==> config.mk <==
export PLATFORM = sky130hd
export DESIGN_NAME = uart_transmitter
export DESIGN_NICKNAME = d
export VERILOG_FILES = /design/src/rtl/uart_transmitter.sv
export SDC_FILE = /design/constraint.sdc
export NUM_CORES = 1
export LEC_CHECK = 0
export BUFFER_PORTS_ARGS = -buffer_cell sky130_fd_sc_hd__buf_2
export CAP_MARGIN = 10
export CORE_MARGIN = 1
export CORE_UTILIZATION = 38
export CTS_CLUSTER_DIAMETER = 150
export DETAILED_ROUTE_END_ITERATION = 7
export PLACE_DENSITY = 0.61
export SLEW_MARGIN = 15
export SYNTH_ARGS = -nofsm -noshare
export SYNTH_HDL_FRONTEND = slang
export SYNTH_SLANG_ARGS = --single-unit
==> constraint.sdc <==
create_clock -name clk -period 2.7 [get_ports clk]
set_input_delay 0.405 -clock clk [delete_from_list [all_inputs] [get_ports clk]]
set_output_delay 0.405 -clock clk [all_outputs]
set_load 0.005 [all_outputs]
==> src/rtl/uart_transmitter.sv <==
// Byte-buffered UART transmitter: small FIFO feeding an 8N1 serialiser, WAIT clocks per bit.
// Define UART_TX_PARITY_EN to insert an even-parity bit between the data bits and the stop bit.
module uart_transmitter #(
  parameter int WAIT  = 8,
  parameter int DEPTH = 4
) (
  input  logic       clk,
  input  logic       reset,
  input  logic       w_en,
  input  logic [7:0] w_data,
  output logic       w_ready,
  output logic       busy,
  output logic       uart_tx
);

  localparam int PTR_W  = $clog2(DEPTH);
  localparam int CNT_W  = PTR_W + 1;
  localparam int BAUD_W = $clog2(WAIT);

  typedef enum logic [2:0] {IDLE, START, DATA, PARITY, STOP} state_t;

  logic [7:0]        mem_q [DEPTH];
  logic [PTR_W-1:0]  wr_ptr_q, rd_ptr_q;
  logic [CNT_W-1:0]  count_q, count_d;
  state_t            state_q, state_d;
  logic [BAUD_W-1:0] baud_q, baud_d;
  logic [2:0]        bit_q, bit_d;
  logic [7:0]        shift_q, shift_d;
  logic              tx_q, tx_d;
  logic              w_ready_q, w_ready_d;
  logic              push, pop, baud_end;
`ifdef UART_TX_PARITY_EN
  logic              parity_q, parity_d;
`endif

  always_comb begin
    push     = w_en && w_ready_q;
    pop      = 1'b0;
    baud_end = (baud_q == BAUD_W'(WAIT - 1));
    state_d  = state_q;
    baud_d   = baud_q + BAUD_W'(1);
    bit_d    = bit_q;
    shift_d  = shift_q;
    unique case (state_q)
      IDLE: begin
        baud_d = '0;
        if (count_q != '0) begin
          pop     = 1'b1;
          state_d = START;
        end
      end
      START: begin
        if (baud_end) begin
          baud_d  = '0;
          bit_d   = '0;
          state_d = DATA;
        end
      end
      DATA: begin
        if (baud_end) begin
          baud_d  = '0;
          shift_d = {1'b0, shift_q[7:1]};
          bit_d   = bit_q + 3'd1;
          if (bit_q == 3'd7) begin
`ifdef UART_TX_PARITY_EN
            state_d = PARITY;
`else
            state_d = STOP;
`endif
          end
        end
      end
      PARITY: begin
        if (baud_end) begin
          baud_d  = '0;
          state_d = STOP;
        end
      end
      STOP: begin
        if (baud_end) begin
          baud_d = '0;
          // Chain straight into the next start bit so queued bytes leave without an idle gap.
          if (count_q != '0) begin
            pop     = 1'b1;
            state_d = START;
          end else begin
            state_d = IDLE;
          end
        end
      end
      default: begin
        baud_d  = '0;
        state_d = IDLE;
      end
    endcase

`ifdef UART_TX_PARITY_EN
    parity_d = parity_q;
`endif
    if (pop) begin
      shift_d = mem_q[rd_ptr_q];
`ifdef UART_TX_PARITY_EN
      parity_d = ^mem_q[rd_ptr_q];
`endif
    end

    // Line level is registered from the next state so each bit starts on the transition edge.
    unique case (state_d)
      START:   tx_d = 1'b0;
      DATA:    tx_d = shift_d[0];
`ifdef UART_TX_PARITY_EN
      PARITY:  tx_d = parity_d;
`endif
      default: tx_d = 1'b1;
    endcase

    unique case ({push, pop})
      2'b10:   count_d = count_q + CNT_W'(1);
      2'b01:   count_d = count_q - CNT_W'(1);
      default: count_d = count_q;
    endcase
    w_ready_d = (count_d < CNT_W'(DEPTH));
  end

  always_ff @(posedge clk) begin
    if (push) mem_q[wr_ptr_q] <= w_data;
  end

  always_ff @(posedge clk) begin
    if (reset) begin
      state_q   <= IDLE;
      wr_ptr_q  <= '0;
      rd_ptr_q  <= '0;
      count_q   <= '0;
      baud_q    <= '0;
      bit_q     <= '0;
      shift_q   <= '0;
      tx_q      <= 1'b1;
      w_ready_q <= 1'b1;
`ifdef UART_TX_PARITY_EN
      parity_q  <= 1'b0;
`endif
    end else begin
      state_q   <= state_d;
      wr_ptr_q  <= wr_ptr_q + PTR_W'(push);
      rd_ptr_q  <= rd_ptr_q + PTR_W'(pop);
      count_q   <= count_d;
      baud_q    <= baud_d;
      bit_q     <= bit_d;
      shift_q   <= shift_d;
      tx_q      <= tx_d;
      w_ready_q <= w_ready_d;
`ifdef UART_TX_PARITY_EN
      parity_q  <= parity_d;
`endif
    end
  end

  assign uart_tx = tx_q;
  assign w_ready = w_ready_q;
  assign busy    = (state_q != IDLE) || (count_q != '0);

endmodule

==> reports/results.ini, run 1 <==
[place]
place_hpwl_mm = 2.81
dpl.cell_count = 271
gp_congestion = 0.751
place_ws_ps = 218
port_buffers = 13

[critical_path]
ff2ff_setup_slack_ps = 210
slowest_stage = fa_1
cp.required_ps = 2920
cp_max_fo = 6
r2r_start = baud_q[0]
endpoint_kind = register
critPathLaunchType = register
cpPeakStageDelay_ps = 380
cp_common_cell = ha_1
worstPathCellList = ha_1, ha_1, nor2b_1, or4_4, inv_1, ha_1, fa_1, xnor2_1, nor2_1, xnor2_1, or2_2
critical_path_class = register to register
path_buf_inv = 1
reg2reg_to = w_ready
reg2regPathDepth = 11
crit_family = adder cells
critPathArrivalTime_ps = 2710

[outcome]
outcome = finished clean

[hold_path]
holdPathStages = 1
min_from = w_data[7]
hold_path_end = mem_q[0][7]
min_path_type = input port to register

[layout]
num_antenna_cells = 0
utilization_pct = 45.3
drive_above_1_share_pct = 24.4
finalNonFillerCells = 286
multi_input_area_um2 = 902
fillers = 604
final_nets = 225
synthToLayoutAreaGrowth_pct = 15.8
seqCellArea_mm2 = 0.00148

[timing]
finalWorstSetupSlack_ps = 213
final.min_clock_period_ps = 2490
rsz0062_at_grt = no
fmax_ghz = 0.402
clock_skew_ps = 5.31
timing.final.crit_share_pct = 92.1
slew_headroom_pct = 63.6
setup_viol = 0
fin_setup_tns_ps = 0
worstMarginPinSlew_ps = 542
finalHoldViolations = 0
slew_violations = 0

[global_routing]
grt_antenna_before_repair = 0
grt-ovfl-total = 0
grt_pass1_wl_mm = 6.86
grt_usage_pct = 14.6
grt_pass1_vias = 1407
grt_max_degree = 27

[synth]
ys_seq_area_share_pct = 60.0
yosysTopAreaCell = edfxtp_1
ys_ff_latch = 58
synth_area_leaders = edfxtp_1 39%, dfxtp_1 21%, mux4_2 7.3%
syn_nets = 203
netlist.area_leader.share_pct = 38.9
synth_edf_count = 32
synth_warnings = 0
synth_area_mm2 = 0.00247
synth_area_per_cell_um2 = 13.5
netlist_instances = 183
ys_types = 44
synthFlopType = edfxtp_1
async_reset_ff_share_pct = 0

[routing]
drt-total-wl_mm = 4.21
antenna_left = 0
drt-pass1-iter-count = 3
via_per_inst = 5.12
drc = 0
initialDrtViolationCount = 54
num_vias = 1464
wl_per_cell_um = 14.7

[die]
start_util_pct = 39.1
ios = 14
dieArea_mm2 = 0.00682
coreArea_mm2 = 0.00631
num_rows = 29
die_w_um = 82.6
die_h_um = 82.6

[clock_tree]
path_clk_slew_ps = 60
post_cts_buffers = 0
htree_levels = 3
cts_root_buf = clkbuf_8
cts_buffers = 9
cts-resized-gates = 0
cts_tree = built
clk-insertion-delay-late_ps = 330
cts_max_path_buffers = 2
cts_sinks = 58
cts_hold_buf = 0

[power_and_ir_drop]
power_density_mw_per_mm2 = 985
p_leak_nw = 1.06
vdd_drop_max_mv = 0.719

[run]
maxCapViolCount = 0

==> worst register-to-register path: cells and delay by family, from the launching register on <==
kind,cells,cell delay (ps)
xor gates and xnor gates,2,300
buffers and inverters,1,50
and+or+nand+nor,4,660
adders and majority gates,4,1060
DFF,1,310
==> cell families (layout without fill, tap and decap cells) <==
kind of cell,Yosys count,after routing,share of synthesized area (%)
adders and majority gates,9,9,4.87
xor gates and xnor gates,5,5,1.77
and+or+nand+nor,59,59,14.1
DFF,58,58,60.0
AOI/OAI and AO/OA,26,26,7.70
buffers and inverters,16,42,3.45
muxes,10,10,8.11
==> through the flow <==
stage	hold WS (ps)	total power, mW	cell area [um2]
6_report	284	2.82	2860
5_1_grt	268	2.98	2860
4_1_cts	265	2.86	2860
3_5_place_dp	421	1.91	2630
3_3_place_gp	407	1.89	2630
2_1_floorplan	399	1.74	2470
==> cells in the final DEF (no fill, tap or decap), types with 6 or more instances in the layout <==
cell type   n
nor2_1     18
nand2_1     9
edfxtp_1   32
clkbuf_8    9
inv_1       6
a21oi_1     6
mux4_2      8
ha_1        8
buf_2      13
buf_4       8
dfxtp_1    26
nor2b_1     7
==> registers in the layout, summed over array words and instances, names as in the netlist, named ones only <==
register  cells
mem_q        32
shift_q       8
baud_q        3
bit_q         3
state_q       3
count_q       2
rd_ptr_q      2
wr_ptr_q      2
uart_tx       1
w_ready       1
==> synth_stat cells (2+ instances only) <==
library cell and n:
a31oi_1 3, inv_1 6, a311oi_1 2, mux2i_1 2, nor3b_2 3, edfxtp_1 32
or2_2 2, a221o_1 4, buf_4 2, clkbuf_1 3, nand2b_1 2, o21ai_0 3
a2bb2oi_1 2, mux4_2 8, ha_1 8, nor3b_1 4, buf_2 2, xnor2_1 4
nor3_1 4, buf_6 2, nand2_1 9, dfxtp_1 26, nor2b_1 7, nor2_1 18
a21oi_1 6
==> report_power, final <==
group	total (mW)	internal (mW)	switching, mW
registers	1.21	1.11	0.108
clock network	0.940	0.603	0.338
logic	0.661	0.355	0.306
==> worst max path at each step <==
stage,end,start,depth (start not counted)
floorplan,w_ready,baud_q[0],12
global placement,w_ready,baud_q[0],11
detailed placement,w_ready,baud_q[0],11
CTS,w_ready,baud_q[0],11
global route,w_ready,baud_q[0],11
finish,w_ready,baud_q[0],11
==> area by class of cell <==
cell class                      count  share of cell area [%]
Clock inverter                      6                    3.72
Multi-Input combinational cell    109                    31.6
Inverter                            6                   0.788
Tap cell                           77                    3.37
Timing Repair Buffer               21                    4.38
Sequential cell                    58                    51.8
Clock buffer                        9                    4.33
==> layer usage <==
layer / part of all wire, % / global-route usage (%) / vias up
met5: 0 / 0 / -
met4: 2.1 / 8.10 / 0
met3: 3.3 / 6.15 / 9
met2: 48 / 22.6 / 18
met1: 47 / 17.1 / 714
li1: - / - / 723
(Power assumes the default switching activity.)
==> run 2, diff against run 1 <==
--- a/config.mk
+++ b/config.mk
@@ -7,11 +7,13 @@
 export LEC_CHECK = 0
 export BUFFER_PORTS_ARGS = -buffer_cell sky130_fd_sc_hd__buf_2
 export CAP_MARGIN = 10
+export CELL_PAD_IN_SITES_DETAIL_PLACEMENT = 2
+export CELL_PAD_IN_SITES_GLOBAL_PLACEMENT = 2
 export CORE_MARGIN = 1
 export CORE_UTILIZATION = 38
 export CTS_CLUSTER_DIAMETER = 150
 export DETAILED_ROUTE_END_ITERATION = 7
-export PLACE_DENSITY = 0.61
+export PLACE_DENSITY = 0.78
 export SLEW_MARGIN = 15
 export SYNTH_ARGS = -nofsm -noshare
 export SYNTH_HDL_FRONTEND = slang
==> reports/results.ini, run 2 (synthesized netlist as in run 1, its figures left out) <==
[timing]
fmax_ghz = 0.391  ; was 0.402 GHz
slew_headroom_pct = 57.5  ; was 63.6%
final.min_clock_period_ps = 2560  ; was 2490 ps
worstMarginPinSlew_ps = 636  ; was 542 ps
slew_violations = 0  ; unchanged
clock_skew_ps = 7.40  ; was 5.31 ps
finalHoldViolations = 0  ; unchanged
fin_setup_tns_ps = 0  ; unchanged
setup_viol = 0  ; unchanged
rsz0062_at_grt = no  ; unchanged
timing.final.crit_share_pct = 94.8  ; was 92.1%

[clock_tree]
cts_buffers = 9  ; unchanged
htree_levels = 3  ; unchanged
clk-insertion-delay-late_ps = 330  ; about the same
cts_max_path_buffers = 2  ; unchanged
cts_sinks = 58  ; unchanged
post_cts_buffers = 0  ; unchanged
cts-resized-gates = 0  ; unchanged
cts_hold_buf = 0  ; unchanged
cts_root_buf = clkbuf_8  ; unchanged
cts_tree = built  ; unchanged
path_clk_slew_ps = 70  ; was 60 ps

[die]
coreArea_mm2 = 0.00631  ; unchanged
ios = 14  ; unchanged
start_util_pct = 39.1  ; unchanged
num_rows = 29  ; unchanged
die_w_um = 82.6  ; unchanged
dieArea_mm2 = 0.00682  ; unchanged
die_h_um = 82.6  ; unchanged

[routing]
drc = 0  ; unchanged
via_per_inst = 5.30  ; was 5.12
wl_per_cell_um = 19.0  ; was 14.7 um
num_vias = 1515  ; was 1464
drt-total-wl_mm = 5.44  ; was 4.21 mm
initialDrtViolationCount = 41  ; was 54
antenna_left = 0  ; unchanged
drt-pass1-iter-count = 4  ; was 3

[critical_path]
critical_path_class = register to register  ; unchanged
critPathArrivalTime_ps = 2780  ; was 2710 ps
reg2reg_to = w_ready  ; unchanged
endpoint_kind = register  ; unchanged
cp.required_ps = 2920  ; about the same
critPathLaunchType = register  ; unchanged
reg2regPathDepth = 11  ; unchanged
cp_max_fo = 6  ; unchanged
ff2ff_setup_slack_ps = 140  ; was 210 ps
r2r_start = baud_q[0]  ; unchanged

[hold_path]
hold_path_end = mem_q[1][6]  ; was mem_q[0][7]
min_path_type = input port to register  ; unchanged
holdPathStages = 1  ; unchanged
min_from = w_data[6]  ; was w_data[7]

[layout]
final_nets = 224  ; was 225
largest_reg_flops = 32  ; unchanged
drive_above_1_share_pct = 24.9  ; was 24.4%
largestRegisters = mem_q (32), shift_q (8)  ; unchanged
final_cell_mix = 32 x edfxtp_1, 26 x dfxtp_1, 18 x nor2_1  ; unchanged
regMostFlops = mem_q  ; unchanged
num_antenna_cells = 0  ; unchanged
final_common_cell = edfxtp_1  ; unchanged
synthToLayoutAreaGrowth_pct = 15.0  ; was 15.8%
fillers = 629  ; was 604

[power_and_ir_drop]
power_density_mw_per_mm2 = 983  ; was 985 mW/mm2
vdd_drop_max_mv = 0.429  ; was 0.719 mV
p_leak_nw = 1.05  ; was 1.06 nW
power_mw = 2.79  ; was 2.82 mW

[outcome]
outcome = finished clean  ; unchanged

[global_routing]
grt-ovfl-total = 0  ; unchanged
grt_usage_pct = 18.9  ; was 14.6%
grt_pass1_wl_mm = 8.91  ; was 6.86 mm
grt_max_degree = 27  ; unchanged
grt_antenna_before_repair = 0  ; unchanged
grt_pass1_vias = 1746  ; was 1407

[run]
maxCapViolCount = 0  ; unchanged

[place]
place_hpwl_mm = 3.71  ; was 2.81 mm
port_buffers = 13  ; unchanged
gp_congestion = 0.706  ; was 0.751

## run 2: worst max path at each step
| stage | cells past startpoint | slack [ps] | start | to |
|---|---|---|---|---|
| finish | 11 | 140 | baud_q[0] | w_ready |
| global route | 11 | 1 | baud_q[0] | w_ready |
| CTS | 11 | 120 | baud_q[0] | w_ready |
| detailed placement | 11 | 160 | baud_q[0] | w_ready |
| global placement | 11 | 250 | baud_q[0] | w_ready |
| floorplan | 12 | 210 | baud_q[0] | w_ready |
## run 2: final cells by class
| type | count | area, um2 | share of cell area (%) |
|---|---|---|---|
| well taps | 77 | 96.3 | 3.40 |
| clock inverters | 7 | 93.8 | 3.31 |
| clock buffers | 9 | 124 | 4.37 |
| multi-input cells | 109 | 902 | 31.8 |
| flip-flops and latches | 58 | 1480 | 52.2 |
| inverters | 6 | 22.5 | 0.794 |
| repair buffers | 20 | 118 | 4.14 |
## run 2: through the flow
step	std cells	utilization, %	worst slack [ps]	area (um2)	hold WS, ps
6_report	286	44.9	141	2840	282
5_1_grt	286	44.9	1.24	2840	273
4_1_cts	286	44.9	116	2840	270
3_5_place_dp	270	41.5	163	2620	416
3_3_place_gp	270	41.5	252	2620	405
2_1_floorplan	183	-	208	2470	399
## run 2: power by group
part / total [mW] / internal [mW] / switching [mW]
clock: 0.879 / 0.517 / 0.362
sequential: 1.23 / 1.11 / 0.128
combinational: 0.676 / 0.350 / 0.326
total: 2.79 / 1.97 / 0.816
## run 2: per-layer routing
metal | wire length (um) | global-route usage (%) | vias to the layer above
met1 | 2260 | 20.6 | 765
met4 | 95 | 11.2 | 0
met2 | 2990 | 34.4 | 21
met3 | 92 | 3.08 | 9
met5 | 0 | 0 | -
li1 | - | - | 720
## run 2: worst max-delay path: stages, from the launching register on
cell	delay, ps
dfxtp_1	320
ha_1	210
ha_1	270
nor2b_1	190
or4_4	150
inv_1	50
ha_1	210
fa_1	390
xnor2_1	170
nor2_1	70
xnor2_1	140
or2_2	280
